### config.mk
export PLATFORM = sky130hd
export DESIGN_NAME = d5m_axi_lite_cfg_master_flat
export DESIGN_NICKNAME = d
export VERILOG_FILES = /design/src/rtl/d5m_axi_lite_cfg_master_if.sv /design/src/rtl/d5m_axi_lite_cfg_master.sv /design/src/flat_wrapper.sv
export SDC_FILE = /design/constraint.sdc
export NUM_CORES = 1
export LEC_CHECK = 0
export CAP_MARGIN = 20
export CELL_PAD_IN_SITES_DETAIL_PLACEMENT = 1
export CELL_PAD_IN_SITES_GLOBAL_PLACEMENT = 2
export CORE_AREA = 8 8 140 142
export CTS_CLUSTER_DIAMETER = 200
export DETAILED_ROUTE_END_ITERATION = 10
export DIE_AREA = 0 0 148 150
export GPL_TIMING_DRIVEN = 0
export PLACE_DENSITY_LB_ADDON = 0.1
export SYNTH_ARGS = -nofsm -noshare
export SYNTH_HDL_FRONTEND = slang
export SYNTH_SLANG_ARGS = --single-unit
### constraint.sdc
create_clock -name ACLK -period 1.9 [get_ports ACLK]
set_clock_uncertainty 0.1 [all_clocks]
set_input_delay 0.38 -clock ACLK [delete_from_list [all_inputs] [get_ports ACLK]]
set_output_delay 0.38 -clock ACLK [all_outputs]
set_load 0.05 [all_outputs]
### src/rtl/d5m_axi_lite_cfg_master_if.sv
// ---------------------------------------------------------------------------
// d5m_axi_lite_cfg_master_if
//   AXI4-Lite register bus between the config master and the camera /
//   video-filter config slave.
//   Parameters: ADDR_W (AWADDR/ARADDR width), DATA_W (WDATA/RDATA width;
//   WSTRB is DATA_W/8 bits).
//   Channels: AW (AWADDR, AWPROT, AWVALID, AWREADY)
//             W  (WDATA, WSTRB, WVALID, WREADY)
//             B  (BRESP, BVALID, BREADY)
//             AR (ARADDR, ARPROT, ARVALID, ARREADY)
//             R  (RDATA, RRESP, RVALID, RREADY)
//   Modports: master (initiator view), slave (target view).
// ---------------------------------------------------------------------------
interface d5m_axi_lite_cfg_master_if #(
  parameter int unsigned ADDR_W = 8,
  parameter int unsigned DATA_W = 32
);
  logic [ADDR_W-1:0]   AWADDR;
  logic [2:0]          AWPROT;
  logic                AWVALID;
  logic                AWREADY;
  logic [DATA_W-1:0]   WDATA;
  logic [DATA_W/8-1:0] WSTRB;
  logic                WVALID;
  logic                WREADY;
  logic [1:0]          BRESP;
  logic                BVALID;
  logic                BREADY;
  logic [ADDR_W-1:0]   ARADDR;
  logic [2:0]          ARPROT;
  logic                ARVALID;
  logic                ARREADY;
  logic [DATA_W-1:0]   RDATA;
  logic [1:0]          RRESP;
  logic                RVALID;
  logic                RREADY;

  modport master (
    output AWADDR, AWPROT, AWVALID, input  AWREADY,
    output WDATA, WSTRB, WVALID,    input  WREADY,
    input  BRESP, BVALID,           output BREADY,
    output ARADDR, ARPROT, ARVALID, input  ARREADY,
    input  RDATA, RRESP, RVALID,    output RREADY
  );

  modport slave (
    input  AWADDR, AWPROT, AWVALID, output AWREADY,
    input  WDATA, WSTRB, WVALID,    output WREADY,
    output BRESP, BVALID,           input  BREADY,
    input  ARADDR, ARPROT, ARVALID, output ARREADY,
    output RDATA, RRESP, RVALID,    input  RREADY
  );
endinterface

### src/rtl/d5m_axi_lite_cfg_master.sv
// ---------------------------------------------------------------------------
// d5m_axi_lite_cfg_master
//   AXI4-Lite initiator for the camera / video-filter register bus. Takes one
//   register command at a time on the cmd port, runs a single-beat write or
//   read, and returns BRESP/RRESP (+ read data) on the rsp port.
//   Ports: ACLK, reset (sync, active-high)
//          cmd_valid/cmd_ready, cmd_wr, cmd_addr, cmd_wdata, cmd_wstrb
//          rsp_valid/rsp_ready, rsp_rdata, rsp_resp, rsp_timeout
//          axi : d5m_axi_lite_cfg_master_if.master (AW/W/B/AR/R channels)
//   All outputs come from flops.
//   Optional: define D5M_CFG_MASTER_TIMEOUT_EN to add a watchdog that abandons
//   a transaction after TIMEOUT_CYC busy cycles (rsp_resp=2'b10,
//   rsp_timeout=1). Without it the block waits forever and rsp_timeout is 0.
// ---------------------------------------------------------------------------
module d5m_axi_lite_cfg_master #(
  parameter int unsigned ADDR_W      = 8,
  parameter int unsigned DATA_W      = 32,
  parameter int unsigned TIMEOUT_CYC = 256
) (
  input  logic                  ACLK,
  input  logic                  reset,
  input  logic                  cmd_valid,
  output logic                  cmd_ready,
  input  logic                  cmd_wr,
  input  logic [ADDR_W-1:0]     cmd_addr,
  input  logic [DATA_W-1:0]     cmd_wdata,
  input  logic [DATA_W/8-1:0]   cmd_wstrb,
  output logic                  rsp_valid,
  input  logic                  rsp_ready,
  output logic [DATA_W-1:0]     rsp_rdata,
  output logic [1:0]            rsp_resp,
  output logic                  rsp_timeout,
  d5m_axi_lite_cfg_master_if.master axi
);

  typedef enum logic [2:0] {IDLE, WR, WR_B, RD_A, RD_R, RSP} state_t;
  state_t state, state_d;

  logic [ADDR_W-1:0]   addr_q;
  logic [DATA_W-1:0]   wdata_q;
  logic [DATA_W/8-1:0] wstrb_q;
  logic aw_valid_q, w_valid_q, ar_valid_q, b_ready_q, r_ready_q;
  logic aw_valid_d, w_valid_d, ar_valid_d, b_ready_d, r_ready_d;
  logic cmd_ready_d, rsp_valid_d, rsp_timeout_d;
  logic [DATA_W-1:0] rsp_rdata_d;
  logic [1:0]        rsp_resp_d;
  logic cmd_hs, done, wd_fire, aw_done, w_done;

  assign cmd_hs  = cmd_valid & cmd_ready;
  // BREADY/RREADY are always high in WR_B/RD_R, so VALID alone completes.
  assign done    = ((state == WR_B) && axi.BVALID) || ((state == RD_R) && axi.RVALID);
  assign aw_done = !aw_valid_q || axi.AWREADY;
  assign w_done  = !w_valid_q  || axi.WREADY;

`ifdef D5M_CFG_MASTER_TIMEOUT_EN
  localparam int unsigned CNT_W = $clog2(TIMEOUT_CYC + 1);
  localparam logic [CNT_W-1:0] CNT_LIMIT = CNT_W'(TIMEOUT_CYC - 1);
  logic [CNT_W-1:0] wd_cnt;
  logic             busy;

  assign busy = (state == WR) || (state == WR_B) || (state == RD_A) || (state == RD_R);

  // Saturates at the limit so a stage change cannot skip past the compare.
  always_ff @(posedge ACLK) begin
    if (reset || !busy)          wd_cnt <= '0;
    else if (wd_cnt != CNT_LIMIT) wd_cnt <= wd_cnt + CNT_W'(1);
  end

  // A completing handshake in the limit cycle takes priority over the abort.
  assign wd_fire = busy && (wd_cnt == CNT_LIMIT) && !done;
`else
  logic unused_timeout_cfg;
  assign unused_timeout_cfg = (TIMEOUT_CYC == 0);
  assign wd_fire = 1'b0;
`endif

  // State and output registers
  always_ff @(posedge ACLK) begin
    if (reset) begin
      state       <= IDLE;
      cmd_ready   <= 1'b1;
      rsp_valid   <= 1'b0;
      rsp_rdata   <= '0;
      rsp_resp    <= '0;
      rsp_timeout <= 1'b0;
      aw_valid_q  <= 1'b0;
      w_valid_q   <= 1'b0;
      ar_valid_q  <= 1'b0;
      b_ready_q   <= 1'b0;
      r_ready_q   <= 1'b0;
      addr_q      <= '0;
      wdata_q     <= '0;
      wstrb_q     <= '0;
    end else begin
      state       <= state_d;
      cmd_ready   <= cmd_ready_d;
      rsp_valid   <= rsp_valid_d;
      rsp_rdata   <= rsp_rdata_d;
      rsp_resp    <= rsp_resp_d;
      rsp_timeout <= rsp_timeout_d;
      aw_valid_q  <= aw_valid_d;
      w_valid_q   <= w_valid_d;
      ar_valid_q  <= ar_valid_d;
      b_ready_q   <= b_ready_d;
      r_ready_q   <= r_ready_d;
      if (cmd_hs) begin
        addr_q  <= cmd_addr;
        wdata_q <= cmd_wdata;
        wstrb_q <= cmd_wstrb;
      end
    end
  end

  // Next state
  always_comb begin
    state_d = state;
    unique case (state)
      IDLE: if (cmd_hs) state_d = cmd_wr ? WR : RD_A;
      WR:   if (wd_fire) state_d = RSP; else if (aw_done && w_done) state_d = WR_B;
      WR_B: if (axi.BVALID || wd_fire) state_d = RSP;
      RD_A: if (wd_fire) state_d = RSP; else if (axi.ARREADY) state_d = RD_R;
      RD_R: if (axi.RVALID || wd_fire) state_d = RSP;
      RSP:  if (rsp_ready) state_d = IDLE;
      default: state_d = IDLE;
    endcase
  end

  // Next values of the registered outputs
  always_comb begin
    aw_valid_d    = (state == IDLE && cmd_hs && cmd_wr)
                 || (state == WR && !wd_fire && aw_valid_q && !axi.AWREADY);
    w_valid_d     = (state == IDLE && cmd_hs && cmd_wr)
                 || (state == WR && !wd_fire && w_valid_q && !axi.WREADY);
    ar_valid_d    = (state == IDLE && cmd_hs && !cmd_wr)
                 || (state == RD_A && !wd_fire && !axi.ARREADY);
    b_ready_d     = (state_d == WR_B);
    r_ready_d     = (state_d == RD_R);
    cmd_ready_d   = (state_d == IDLE);
    rsp_valid_d   = (state_d == RSP);
    rsp_rdata_d   = rsp_rdata;
    rsp_resp_d    = rsp_resp;
    rsp_timeout_d = rsp_timeout;
    if (state == WR_B && axi.BVALID) begin
      rsp_rdata_d   = '0;
      rsp_resp_d    = axi.BRESP;
      rsp_timeout_d = 1'b0;
    end else if (state == RD_R && axi.RVALID) begin
      rsp_rdata_d   = axi.RDATA;
      rsp_resp_d    = axi.RRESP;
      rsp_timeout_d = 1'b0;
    end else if (wd_fire) begin
      rsp_rdata_d   = '0;
      rsp_resp_d    = 2'b10;
      rsp_timeout_d = 1'b1;
    end
  end

  assign axi.AWADDR  = addr_q;
  assign axi.AWPROT  = '0;
  assign axi.AWVALID = aw_valid_q;
  assign axi.WDATA   = wdata_q;
  assign axi.WSTRB   = wstrb_q;
  assign axi.WVALID  = w_valid_q;
  assign axi.BREADY  = b_ready_q;
  assign axi.ARADDR  = addr_q;
  assign axi.ARPROT  = '0;
  assign axi.ARVALID = ar_valid_q;
  assign axi.RREADY  = r_ready_q;

endmodule

### src/flat_wrapper.sv
// flat-port wrapper written by rule: the top's interface ports become plain ports
module d5m_axi_lite_cfg_master_flat 
#(
  parameter int unsigned ADDR_W      = 8,
  parameter int unsigned DATA_W      = 32,
  parameter int unsigned TIMEOUT_CYC = 256
)
  (ACLK, reset, cmd_valid, cmd_ready, cmd_wr, cmd_addr, cmd_wdata, cmd_wstrb, rsp_valid, rsp_ready, rsp_rdata, rsp_resp, rsp_timeout, axi_AWADDR, axi_AWPROT, axi_AWVALID, axi_AWREADY, axi_WDATA, axi_WSTRB, axi_WVALID, axi_WREADY, axi_BRESP, axi_BVALID, axi_BREADY, axi_ARADDR, axi_ARPROT, axi_ARVALID, axi_ARREADY, axi_RDATA, axi_RRESP, axi_RVALID, axi_RREADY);
  d5m_axi_lite_cfg_master_if #(.ADDR_W(ADDR_W), .DATA_W(DATA_W)) axi_i ();
  input  logic ACLK;
  input  logic reset;
  input  logic cmd_valid;
  output logic cmd_ready;
  input  logic cmd_wr;
  input  logic [ADDR_W-1:0] cmd_addr;
  input  logic [DATA_W-1:0] cmd_wdata;
  input  logic [DATA_W/8-1:0] cmd_wstrb;
  output logic rsp_valid;
  input  logic rsp_ready;
  output logic [DATA_W-1:0] rsp_rdata;
  output logic [1:0] rsp_resp;
  output logic rsp_timeout;
  output wire logic [$bits(axi_i.AWADDR)-1:0] axi_AWADDR;
  output wire logic [$bits(axi_i.AWPROT)-1:0] axi_AWPROT;
  output wire logic [$bits(axi_i.AWVALID)-1:0] axi_AWVALID;
  input wire logic [$bits(axi_i.AWREADY)-1:0] axi_AWREADY;
  output wire logic [$bits(axi_i.WDATA)-1:0] axi_WDATA;
  output wire logic [$bits(axi_i.WSTRB)-1:0] axi_WSTRB;
  output wire logic [$bits(axi_i.WVALID)-1:0] axi_WVALID;
  input wire logic [$bits(axi_i.WREADY)-1:0] axi_WREADY;
  input wire logic [$bits(axi_i.BRESP)-1:0] axi_BRESP;
  input wire logic [$bits(axi_i.BVALID)-1:0] axi_BVALID;
  output wire logic [$bits(axi_i.BREADY)-1:0] axi_BREADY;
  output wire logic [$bits(axi_i.ARADDR)-1:0] axi_ARADDR;
  output wire logic [$bits(axi_i.ARPROT)-1:0] axi_ARPROT;
  output wire logic [$bits(axi_i.ARVALID)-1:0] axi_ARVALID;
  input wire logic [$bits(axi_i.ARREADY)-1:0] axi_ARREADY;
  input wire logic [$bits(axi_i.RDATA)-1:0] axi_RDATA;
  input wire logic [$bits(axi_i.RRESP)-1:0] axi_RRESP;
  input wire logic [$bits(axi_i.RVALID)-1:0] axi_RVALID;
  output wire logic [$bits(axi_i.RREADY)-1:0] axi_RREADY;
  assign axi_AWADDR = axi_i.AWADDR;
  assign axi_AWPROT = axi_i.AWPROT;
  assign axi_AWVALID = axi_i.AWVALID;
  assign axi_i.AWREADY = axi_AWREADY;
  assign axi_WDATA = axi_i.WDATA;
  assign axi_WSTRB = axi_i.WSTRB;
  assign axi_WVALID = axi_i.WVALID;
  assign axi_i.WREADY = axi_WREADY;
  assign axi_i.BRESP = axi_BRESP;
  assign axi_i.BVALID = axi_BVALID;
  assign axi_BREADY = axi_i.BREADY;
  assign axi_ARADDR = axi_i.ARADDR;
  assign axi_ARPROT = axi_i.ARPROT;
  assign axi_ARVALID = axi_i.ARVALID;
  assign axi_i.ARREADY = axi_ARREADY;
  assign axi_i.RDATA = axi_RDATA;
  assign axi_i.RRESP = axi_RRESP;
  assign axi_i.RVALID = axi_RVALID;
  assign axi_RREADY = axi_i.RREADY;
  d5m_axi_lite_cfg_master #(.ADDR_W(ADDR_W), .DATA_W(DATA_W), .TIMEOUT_CYC(TIMEOUT_CYC)) u_core (.ACLK(ACLK), .reset(reset), .cmd_valid(cmd_valid), .cmd_ready(cmd_ready), .cmd_wr(cmd_wr), .cmd_addr(cmd_addr), .cmd_wdata(cmd_wdata), .cmd_wstrb(cmd_wstrb), .rsp_valid(rsp_valid), .rsp_ready(rsp_ready), .rsp_rdata(rsp_rdata), .rsp_resp(rsp_resp), .rsp_timeout(rsp_timeout), .axi(axi_i));
endmodule
# Yosys cells after proc, flatten, opt, wreduce, memory -nomap -nowiden
# Index checks and enable logic that the tools add are counted.
# W data, S select, Z words.
[totals]
register_bits = 88
latch_bits = 0
ramBits = 0
rom_bits = 0
in_bits = 90
wordCells = 58
n_memories = 0
[op_classes]
addsub = 0
multipliers = 0
div_mod_pow = 0
magnitude_cmp = 0
n_eq_ne = 8
shifts = 0
n_mux = 10
bitwise_logic = 1
reduce_logical = 26
[ops]
columns = ["cell", "n"]
rows = [
  ["$mux W3", 6],
  ["$pmux W3 S6", 1],
  ["$eq A3 B3 Y1 const B", 4],
  ["$logic_and A1 B1 Y1", 11],
  ["$eq A3 B2 Y1 const B", 3],
  ["$logic_not A1 Y1", 6],
  ["$logic_not A3 Y1", 2],
  ["$mux W2", 3],
  ["$logic_or A1 B1 Y1", 5],
  ["$eq A3 B1 Y1 const B", 1],
  ["$reduce_bool A2 Y1", 1],
  ["$reduce_or A2 Y1", 1],
  ["$and A1 B1 Y1", 1],
]

# Depth between registers and ports, before layout
# Gate-level depths: netlist of the first run.
[depth]
ltp_word = 6
ltp_mapped = 7
ltp_nobuf = 4

# Worst setup path before layout of the first run
# No wires, ideal clock.
[synth_timing]
path_kind = "reg-to-reg"
start = "register u_core.cmd_ready"
end = "register u_core.cmd_ready"
setup_ns = 0.079
t_arrival_ns = 1.563
slack_ns = 0.158
path_stages_with_launch = 5
n_path_buf = 0
period_less_slack_ns = 1.742
path_cell_list = "dfxtp_1 > and2_1 > o2bb2ai_1 > or4b_4 > a211oi_2"
[synth_between]
elab_chain_cells = 4
[synth_lines]
columns = ["item", "line_no", "rtl"]
rows = [
  ["start, declared", "d5m_axi_lite_cfg_master.sv:23", "output logic cmd_ready,"],
  ["start signal, assigned", "d5m_axi_lite_cfg_master.sv:96", "cmd_ready <= cmd_ready_d;"],
  ["$and A1 B1 Y1", "d5m_axi_lite_cfg_master.sv:49", "assign cmd_hs = cmd_valid & cmd_ready;"],
  ["$mux W3", "d5m_axi_lite_cfg_master.sv:118", "IDLE: if (cmd_hs) state_d = cmd_wr ? WR : RD_A;"],
  ["$pmux W3 S6", "d5m_axi_lite_cfg_master.sv:117", "unique case (state)"],
  ["$logic_not A3 Y1", "d5m_axi_lite_cfg_master.sv:138", "cmd_ready_d = (state_d == IDLE);"],
]
# Every way passes these cells.
# A chain may end at the register's enable or synchronous reset.

# Final worst setup path of the first run
[layout_timing]
start = "register u_core.addr_q[7] (netlist: u_core.axi.ARADDR[7])"
end = "output port axi_AWADDR[7]"
[layout_rtl]
columns = ["item", "line_no", "rtl"]
rows = [
  ["start, declared", "d5m_axi_lite_cfg_master.sv:39", "logic [ADDR_W-1:0] addr_q;"],
  ["start signal, assigned", "d5m_axi_lite_cfg_master.sv:107", "addr_q <= cmd_addr;"],
  ["end, declared", "flat_wrapper.sv:23", "output wire logic [$bits(axi_i.AWADDR)-1:0] axi_AWADDR;"],
]
# No word-level cell between the ends.

==> qor.txt, run 1 <==
Relative slew slack -> 63.6%
Post-synth EDFFs -> 0
Async SR Flop Fraction -> 0%
Leakage -> 2.43 nW
Syn Area/Cell -> 8.03 µm²
Worst-Margin Slew -> 546 ps
I/O pin total -> 190
Final non-filler cell total -> 834
TritonRoute pass-1 iters -> 4
Diodes inserted -> 0
Synthesized netlist cell count -> 403
Post-synthesis sequential area ratio -> 54.4%
CP required -> 1420 ps
Post-CTS Setup Bufs -> 0
Share of cells above drive strength 1 -> 7.44%
Drt wl/cell -> 15.6 µm
Hold Path Class -> reg2reg
Initial antenna violation count -> 0
Post-route ant nets -> 0
Worst path max stage delay -> 520 ps
Die Span X -> 148 µm
Period utilization -> 96.0%
Layout Nets -> 691
Min Tclk post-route -> 1820 ps
Critical Path Slowest Stage Cell -> dlygate4sd2_1
Type of origin of the critical path -> flop
Sink Count -> 88
GR Overflow Total -> 0
Worst path cell trace -> buf_4 -> dlygate4sd2_1
Pin count of the biggest net entering global routing -> 14
Worst skew pair latency -> 330 ps
Netlist Area Pre-Place -> 3240 µm²
Area growth syn-to-layout -> 71.6%
Post-route DRC violation count -> 0
FF-to-FF path depth -> 4
Die Area -> 22200 µm²
Resize count post-CTS -> 98
Setup violators final -> 0
Power Dens Cells -> 1080 nW/µm²
Final Hold Viols -> 0
Critical Path End Type -> output pin
Placed cells -> 819
Switching Fraction -> 36.5%
Gpl congestion -> 0.682
Die Ht -> 150 µm
Worst-case clock buffer depth -> 2
CP max FO -> 3
CTS tree -> yes
Total CTS buffers -> 9
DR vias/cell -> 3.96
Detailed Place HPWL -> 10200 µm
RSZ-0062 raised after global routing -> no
WL final -> 13000 µm
Int Power -> 3.83 mW
Iter 0 DRT Violations -> 63
Cts hold-fix bufs -> 0
GRT Util Overall -> 11.8%
Cells on Worst Hold Path -> 2
Root Driver -> clkbuf_16
IO buf count -> 181
Sw power -> 2.20 mW
Peak VDD IR -> 0.400 mV
Synthesis Warnings -> 0
First-pass GRT wire length -> 20400 µm
Global route hottest layer -> met2
Placed Area -> 5360 µm²
Logic pwr share -> 33.4%
Outcome -> finished, final reports clean
Clock-pin slew on the worst setup and hold paths -> 60 ps
Max-Cap Viols -> 0
Initial Util -> 18.5%
H-tree depth -> 3
Met1 usage -> 13.1%
Vias in the first global route -> 3680
Crit Path Class -> reg2out
Post-synth top flop -> dfxtp_1
Design area -> 5550 µm²
Num rows -> 49
Max Freq -> 549 MHz
Arrival @ worst endpoint -> 1340 ps
Max Slew Vio Count -> 0
Via count -> 3304
Core area -> 17500 µm²
Clock power share -> 30.8%
Unique cell type count in the Yosys netlist -> 32
M2 GR Usage -> 19.4%
#FFs+latches synth -> 88
GR Layer Usage met3 -> 5.29%
Sequential share of power -> 35.9%
-- per-layer routing --
metal	vias up	wire length [µm]
met2	114	6050
li1	1683	-
met1	1497	5470
met5	-	0
met3	10	1270
met4	0	176
-- per-stage QoR --
stage | total power [mW] | hold WS [ps] | TNS, ps | utilization, % | worst slack (ps)
final | 6.02 | 350 | 0 | 31.7 | 76.8
after global routing | 6.38 | 371 | 0 | 31.7 | 4.17
after CTS | 6.16 | 354 | 0 | 31.6 | 25.3
after detailed placement | 4.40 | 347 | -25090 | 30.5 | -505
after global placement | 4.37 | 342 | -22180 | 30.5 | -439
after floorplan | 3.55 | 416 | 0 | - | 158
-- path summary, 6_finish.rpt --
kind / from / to / slack [ps]
max: u_core.axi.ARADDR[7] / axi_AWADDR[7] / 80
min: u_core.axi.WDATA[16] / u_core.axi.WDATA[16] / 350
min reg2reg: u_core.axi.WDATA[16] / u_core.axi.WDATA[16] / 350
max reg2reg: u_core.state[2] / u_core.cmd_ready / 160
-- critical path: cells and delay by family (launching register included) --
kind | cells | cell delay [ps]
buffers and inverters | 2 | 640
flip-flops | 1 | 370
-- final cells by class --
cell class / instances / area (µm²)
Buffer: 41 / 230
Clock buffer: 11 / 233
Clock inverter: 4 / 70.1
Fill cell: 2118 / 12000
Inverter: 3 / 11.3
Multi-Input combinational cell: 277 / 1270
Sequential cell: 88 / 1760
Tap cell: 229 / 287
Timing Repair Buffer: 181 / 1690
-- cell usage after synthesis, types with 2 or more instances --
cell | count | share of area, %
buf_1 | 3 | 0.35
a21oi_1 | 79 | 12
nand2_1 | 155 | 18
nor2_1 | 5 | 0.58
inv_1 | 3 | 0.35
nand2b_1 | 3 | 0.58
dfxtp_1 | 88 | 54
clkbuf_1 | 21 | 2.4
a211oi_1 | 2 | 0.46
and2_1 | 3 | 0.58
buf_4 | 15 | 3.5
nand3_1 | 2 | 0.31
mux2i_1 | 3 | 0.93
nand3b_1 | 2 | 0.46
nor3b_1 | 2 | 0.46
-- power by group through the flow --
stage / Combinational (mW) / Sequential, mW / Clock, mW
3_3_place_gp: 2.17 / 2.21 / 0
2_1_floorplan: 0.708 / 2.84 / 0
3_5_place_dp: 2.18 / 2.21 / 0
6_report: 2.01 / 2.16 / 1.85
5_1_grt: 2.17 / 2.19 / 2.02
4_1_cts: 2.05 / 2.16 / 1.94
-- state kept, by name, summed over array words and instances (netlist names) --
name,cells
u_core.state,3
u_core.rsp_rdata,32
u_core.rsp_valid,1
u_core.axi.ARADDR,8
u_core.axi.AWVALID,1
u_core.axi.WSTRB,4
u_core.rsp_resp,2
u_core.axi.BREADY,1
u_core.axi.ARVALID,1
u_core.axi.WVALID,1
u_core.axi.WDATA,32
u_core.cmd_ready,1
u_core.axi.RREADY,1
-- cell families (layout without fill, tap and decap cells) --
logic type / count (synthesis) / count (layout) / share of synthesized area (%)
buffers and inverters: 44 / 240 / 7.12
AO/OA/AOI/OAI: 89 / 89 / 14.8
other: 1 / 7 / 0.116
multiplexers: 3 / 3 / 0.928
flip-flops: 88 / 88 / 54.4
AND/OR/NAND/NOR: 178 / 178 / 22.5
-- placed cells by master (no fill, tap or decap), types with 4 or more instances in the layout --
cell / synthesis / routed
nand2_1: 155 / 154
buf_2: 1 / 4
conb_1: 1 / 7
nor2_1: 5 / 5
clkdlybuf4s50_1: 0 / 88
clkbuf_16: 0 / 9
dfxtp_1: 88 / 88
dlygate4sd2_1: 0 / 92
a21oi_1: 79 / 79
clkbuf_1: 21 / 17
buf_4: 15 / 15
clkbuf_2: 0 / 7
No activity file was read; power rests on OpenSTA's default activity.
==> run 2, diff against run 1 <==
- SLEW_MARGIN: not set -> 5
==> results of run 2 <==
The final DEF is identical to that of run 1; final timing and power are the same.
==> variant 1: new RTL, config.mk and constraints of run 2 <==
Build with the macro `D5M_CFG_MASTER_TIMEOUT_EN` defined.
--- a/src/rtl/d5m_axi_lite_cfg_master.sv
+++ b/src/rtl/d5m_axi_lite_cfg_master.sv
@@ -13,4 +13,6 @@
 //   rsp_timeout=1). Without it the block waits forever and rsp_timeout is 0.
 // ---------------------------------------------------------------------------
+`define D5M_CFG_MASTER_TIMEOUT_EN
+
 module d5m_axi_lite_cfg_master #(
   parameter int unsigned ADDR_W      = 8,
Formal check against the unedited RTL: same outputs for any inputs over 10 cycles, from zero or initial values and one cycle with reset high; that may be too few to reach the edited logic, so the function may still have changed.
==> variant 1 against run 2 <==
- wire length up 14%
- sequential cell count rose by 10
- setup slack worse by 0.027 ns
- design area increased by 14%
- cell count is 9.5% higher
- synthesized cell count is 18% higher
- global-route usage up 1.3 points
- total power is 14% higher
- synthesized area rose by 19%
- clock power up 5%
- fmax shrank 1.4%
- via count grew 19%
==> variant 1: results (changes against run 2) <==
Max stage delay on crit path 0.35 ns (-0.17 ns); hold path cells 2 (unchanged); worst r2r dst u_core.rsp_resp[0]; Buffers on Ports 183 (+1.1%); pre-CTS WS -0.385 ns (+0.120 ns); HP Start u_core.axi.WDATA[22]; vias in the first global route 4199 (+14%); share of layout cells above drive strength 1 10.7% (+3.2 points); register area share after synthesis 51.0% (-3.4 points); outcome finished, final reports clean; R2R setup slack 0.05 ns (-0.11 ns); worst reg2reg path depth 8 (+4); total global-route track usage 13.1% (+1.3 points); first-pass GRT wire length 22.9 mm (+12%); Min-Delay Endpoint u_core.axi.WDATA[22]; largest net degree at the start of global routing 16 (+2); Iteration-0 DRC Markers 121 (+92%); Layout Nets 772 (+12%); RePlAce Congestion 0.776 (+14%); vias per cell 4.31 (+8.8%); Worst path slowest cell dfxtp_2; worst-path fanout max 4 (+1); Commonest cells post-synth 127 x nand2_1, 98 x dfxtp_1, 86 x a21oi_1; hpwl dp 11.5 mm (+12%); Top delay family on crit path compound AO/OA/AOI/OAI gates; Worst Max-Slew Pin Slew 0.581 ns (+0.0351 ns); top post-synthesis cells by area dfxtp_1 51%, nand2_1 12%, a21oi_1 11%; Unique masters post-synth 43 (+34%); Layout fillers 2083 (-1.7%); maximum VDD drop 429 uV (+7.2%); leakage 2.71 nW (+11%); Routed WL 14.8 mm (+14%); FF-to-FF Start u_core.wd_cnt[0]; Arr. time, crit path 1.98 ns (+0.64 ns)
## variant 1: worst reg2reg max path: stages, from the launching register on
cell	delay, ns
dfxtp_2	0.35
ha_4	0.15
nand3_4	0.08
nor3_4	0.15
ha_4	0.19
nor2_1	0.05
o32a_1	0.32
a222oi_1	0.26
nor2_1	0.08
## variant 1: area by class of cell
type,instances,area (um^2),area share (%)
clock inverter,5,78.8,1.25
timing repair buffer,189,1770,28.1
inverter,5,18.8,0.297
sequential,98,1960,31.1
clock buffer,10,229,3.63
tap,229,287,4.54
buffer,46,268,4.24
multi-input combinational,331,1700,26.9
## variant 1: report_power, final
part | total (mW) | leakage (nW) | switching (mW) | internal [mW]
registers | 2.45 | 0.799 | 0.156 | 2.30
logic | 2.49 | 1.76 | 1.70 | 0.791
clock network | 1.95 | 0.153 | 0.805 | 1.15
## variant 1: cell families after synthesis
family          synth area share, %
xor+xnor                       1.60
fa+ha+maj                     0.651
other cells                  0.0976
simple gates                   24.2
mux                           0.260
flops                          51.0
buf+inv                        7.16
compound gates                 15.0
## variant 1: how the worst max path moves through the flow
stage | depth (start not counted) | startpoint | end | slack [ns]
global placement | 4 | reset | u_core.axi.ARVALID | -0.43
global route | 9 | u_core.wd_cnt[1] | u_core.rsp_resp[0] | -0.08
CTS | 9 | u_core.wd_cnt[1] | u_core.cmd_ready | 0.01
floorplan | 8 | u_core.wd_cnt[0] | u_core.rsp_resp[0] | 0.005
detailed placement | 4 | reset | u_core.axi.ARVALID | -0.38
finish | 8 | u_core.wd_cnt[0] | u_core.rsp_resp[0] | 0.05
## variant 1: per-layer routing
layer	up-vias	share of wire, %	wire (um)	GRT usage (%)
li1	1971	-	-	-
met5	-	0	0	0
met1	1855	43	6340	15.1
met3	14	5.4	804	3.45
met4	0	1.3	190	4.44
met2	97	50	7430	22.9
## variant 1: metrics by stage
| step | cells | cell area [um^2] | hold WS [ns] |
|---|---|---|---|
| floorplan | 480 | 3870 | 0.354 |
| global placement | 892 | 5990 | 0.343 |
| detailed placement | 892 | 5990 | 0.350 |
| CTS | 910 | 6260 | 0.357 |
| global route | 913 | 6310 | 0.377 |
| finish | 913 | 6310 | 0.354 |
## variant 1: what timing repair did
action,CTS,global route
pin swaps,4,5
resized for setup,105,13
setup buffers,3,3
endpoints found under the setup margin,141,80
==> variant 2: new RTL, settings of run 2 <==
Made on the original files. The 6 states of `state_t` get a one-hot encoding in 6 bits.
--- a/src/rtl/d5m_axi_lite_cfg_master.sv
+++ b/src/rtl/d5m_axi_lite_cfg_master.sv
@@ -34,5 +34,5 @@
 );
 
-  typedef enum logic [2:0] {IDLE, WR, WR_B, RD_A, RD_R, RSP} state_t;
+  typedef enum logic [5:0] {IDLE = 6'b000001, WR = 6'b000010, WR_B = 6'b000100, RD_A = 6'b001000, RD_R = 6'b010000, RSP = 6'b100000} state_t;
   state_t state, state_d;
 
Check against the original RTL: same outputs for any inputs over 10 cycles, from zero or initial values and one cycle with reset high; not proved beyond that.
==> variant 2 against run 2 <==
- design area is 8.1% higher
- wire length rose by 4.7%
- clock power shrank 3%
- synthesized area is 9.6% higher
- worst hold slack worse by 0.0013 ns
- core utilization grew 2.6 points
- cell count is 5.2% higher
- non-clock buffer count up 13
- register-to-register slack got worse by 0.13 ns
- setup slack got worse by 0.052 ns
- sequential cell count increased by 3
- total power is 5.9% lower
- critical path type is now reg -> reg
- largest cell class unchanged
- largest power group unchanged
- highest routed layer unchanged
==> variant 2: results (changes against run 2) <==
vias in the first global route 3925 (+6.7%); Unique masters post-synth 38 (+19%); Post-Synthesis Cells 434 (+7.7%); Switching Fraction 35.3% (-1.2 points); hpwl dp 10.4 mm (+1.4%); Inst Count DP 850 (+3.8%); htree depth 3 (unchanged); Buffers on Ports 181 (unchanged); first-pass GRT wire length 21.3 mm (+4.4%); Arr. time, crit path 2.01 ns (+0.67 ns); largest net degree at the start of global routing 15 (+1); TNS Setup 0 ns (unchanged); Post-CTS Setup Repair Bufs 12 (+12); Yosys warnings 0 (unchanged); share of layout cells above drive strength 1 13.7% (+6.3 points); ys async rst share 0% (unchanged); drt first pass iters 4 (unchanged); RePlAce Congestion 0.700 (+2.6%); Setup-failing EPs final 0 (unchanged); Hold Crit Class reg -> reg; Root Driver clkbuf_16; total global-route track usage 12.2% (+0.41 points); top post-synthesis cells by area dfxtp_1 51%, nand2_1 17%, a21oi_1 8.7%; leakage 2.59 nW (+6.2%); Std-Cell Rows 49 (unchanged); Finished Layout Cells 877 (+5.2%); worst skew pair latency 0.34 ns; worst-path fanout max 5 (+2); Routed WL 13.6 mm (+4.7%); initial antenna violation count 0 (unchanged); ANT cells 0 (unchanged); Commonest cells post-synth 159 x nand2_1, 91 x dfxtp_1, 62 x a21oi_1; maximum VDD drop 400 uV (about the same); CTS Buf Count 9 (unchanged); outcome finished, final reports clean; Iteration-0 DRC Markers 78 (+24%); DP Area 5670 um^2 (+5.8%); Post-CTS Resized 102 (+4.1%); Layout Nets 733 (+6.1%); Layout fillers 2103 (-0.71%); clk buf depth 2 (unchanged); pre-CTS WS -0.410 ns (+0.0944 ns); register area share after synthesis 51.4% (-3.1 points); Rel. slew slack 61.7% (-1.9 points); vias per cell 4.12 (+4.1%)
-- variant 2: cells by family after synthesis --
family | share of synthesized area [%]
flops | 51.4
xor+xnor | 0.247
other cells | 0.106
compound gates | 16.6
buf+inv | 8.11
simple gates | 23.6
-- variant 2: power by group through the flow --
stage          sequential [mW]  clock, mW  combinational, mW
4_1_cts                   2.17       1.87               1.74
3_5_place_dp              2.21          0               1.84
6_report                  2.17       1.79               1.72
5_1_grt                   2.19       1.95               1.85
3_3_place_gp              2.20          0               1.82
2_1_floorplan             2.71          0              0.617
-- variant 2: worst max-delay path, cell delays in order (launching register included) --
cell      delay [ns]
dfxtp_4         0.34
or4_4           0.54
nor3b_4         0.28
nand2_4         0.10
nand2b_4        0.15
buf_12          0.12
buf_16          0.11
a21oi_2         0.03
-- variant 2: path summary, 6_finish.rpt --
check / from / endpoint / slack [ns] / cells after the start
max: u_core.state[5] / u_core.rsp_rdata[11] / 0.03 / 7
min: u_core.rsp_rdata[27] / u_core.rsp_rdata[27] / 0.35 / 2
max reg2reg: u_core.state[5] / u_core.rsp_rdata[11] / 0.03 / 7
min reg2reg: u_core.rsp_rdata[27] / u_core.rsp_rdata[27] / 0.35 / 2
-- variant 2: routing by layer --
| layer | GRT usage [%] | vias to the layer above | wire, um |
|---|---|---|---|
| li1 | - | 1812 | - |
| met1 | 13.7 | 1670 | 5780 |
| met2 | 20.1 | 121 | 6290 |
| met3 | 5.38 | 13 | 1320 |
| met4 | 4.59 | 0 | 198 |
| met5 | 0 | - | 0 |
-- variant 2: final cells by class --
cell class	count	area (um^2)	area share [%]
repair buffers	198	1880	31.4
clock buffers	12	236	3.94
inverters	4	15.0	0.250
plain buffers	37	208	3.46
multi-input cells	302	1490	24.8
flip-flops and latches	91	1830	30.5
well taps	229	287	4.77
clock inverters	4	51.3	0.855
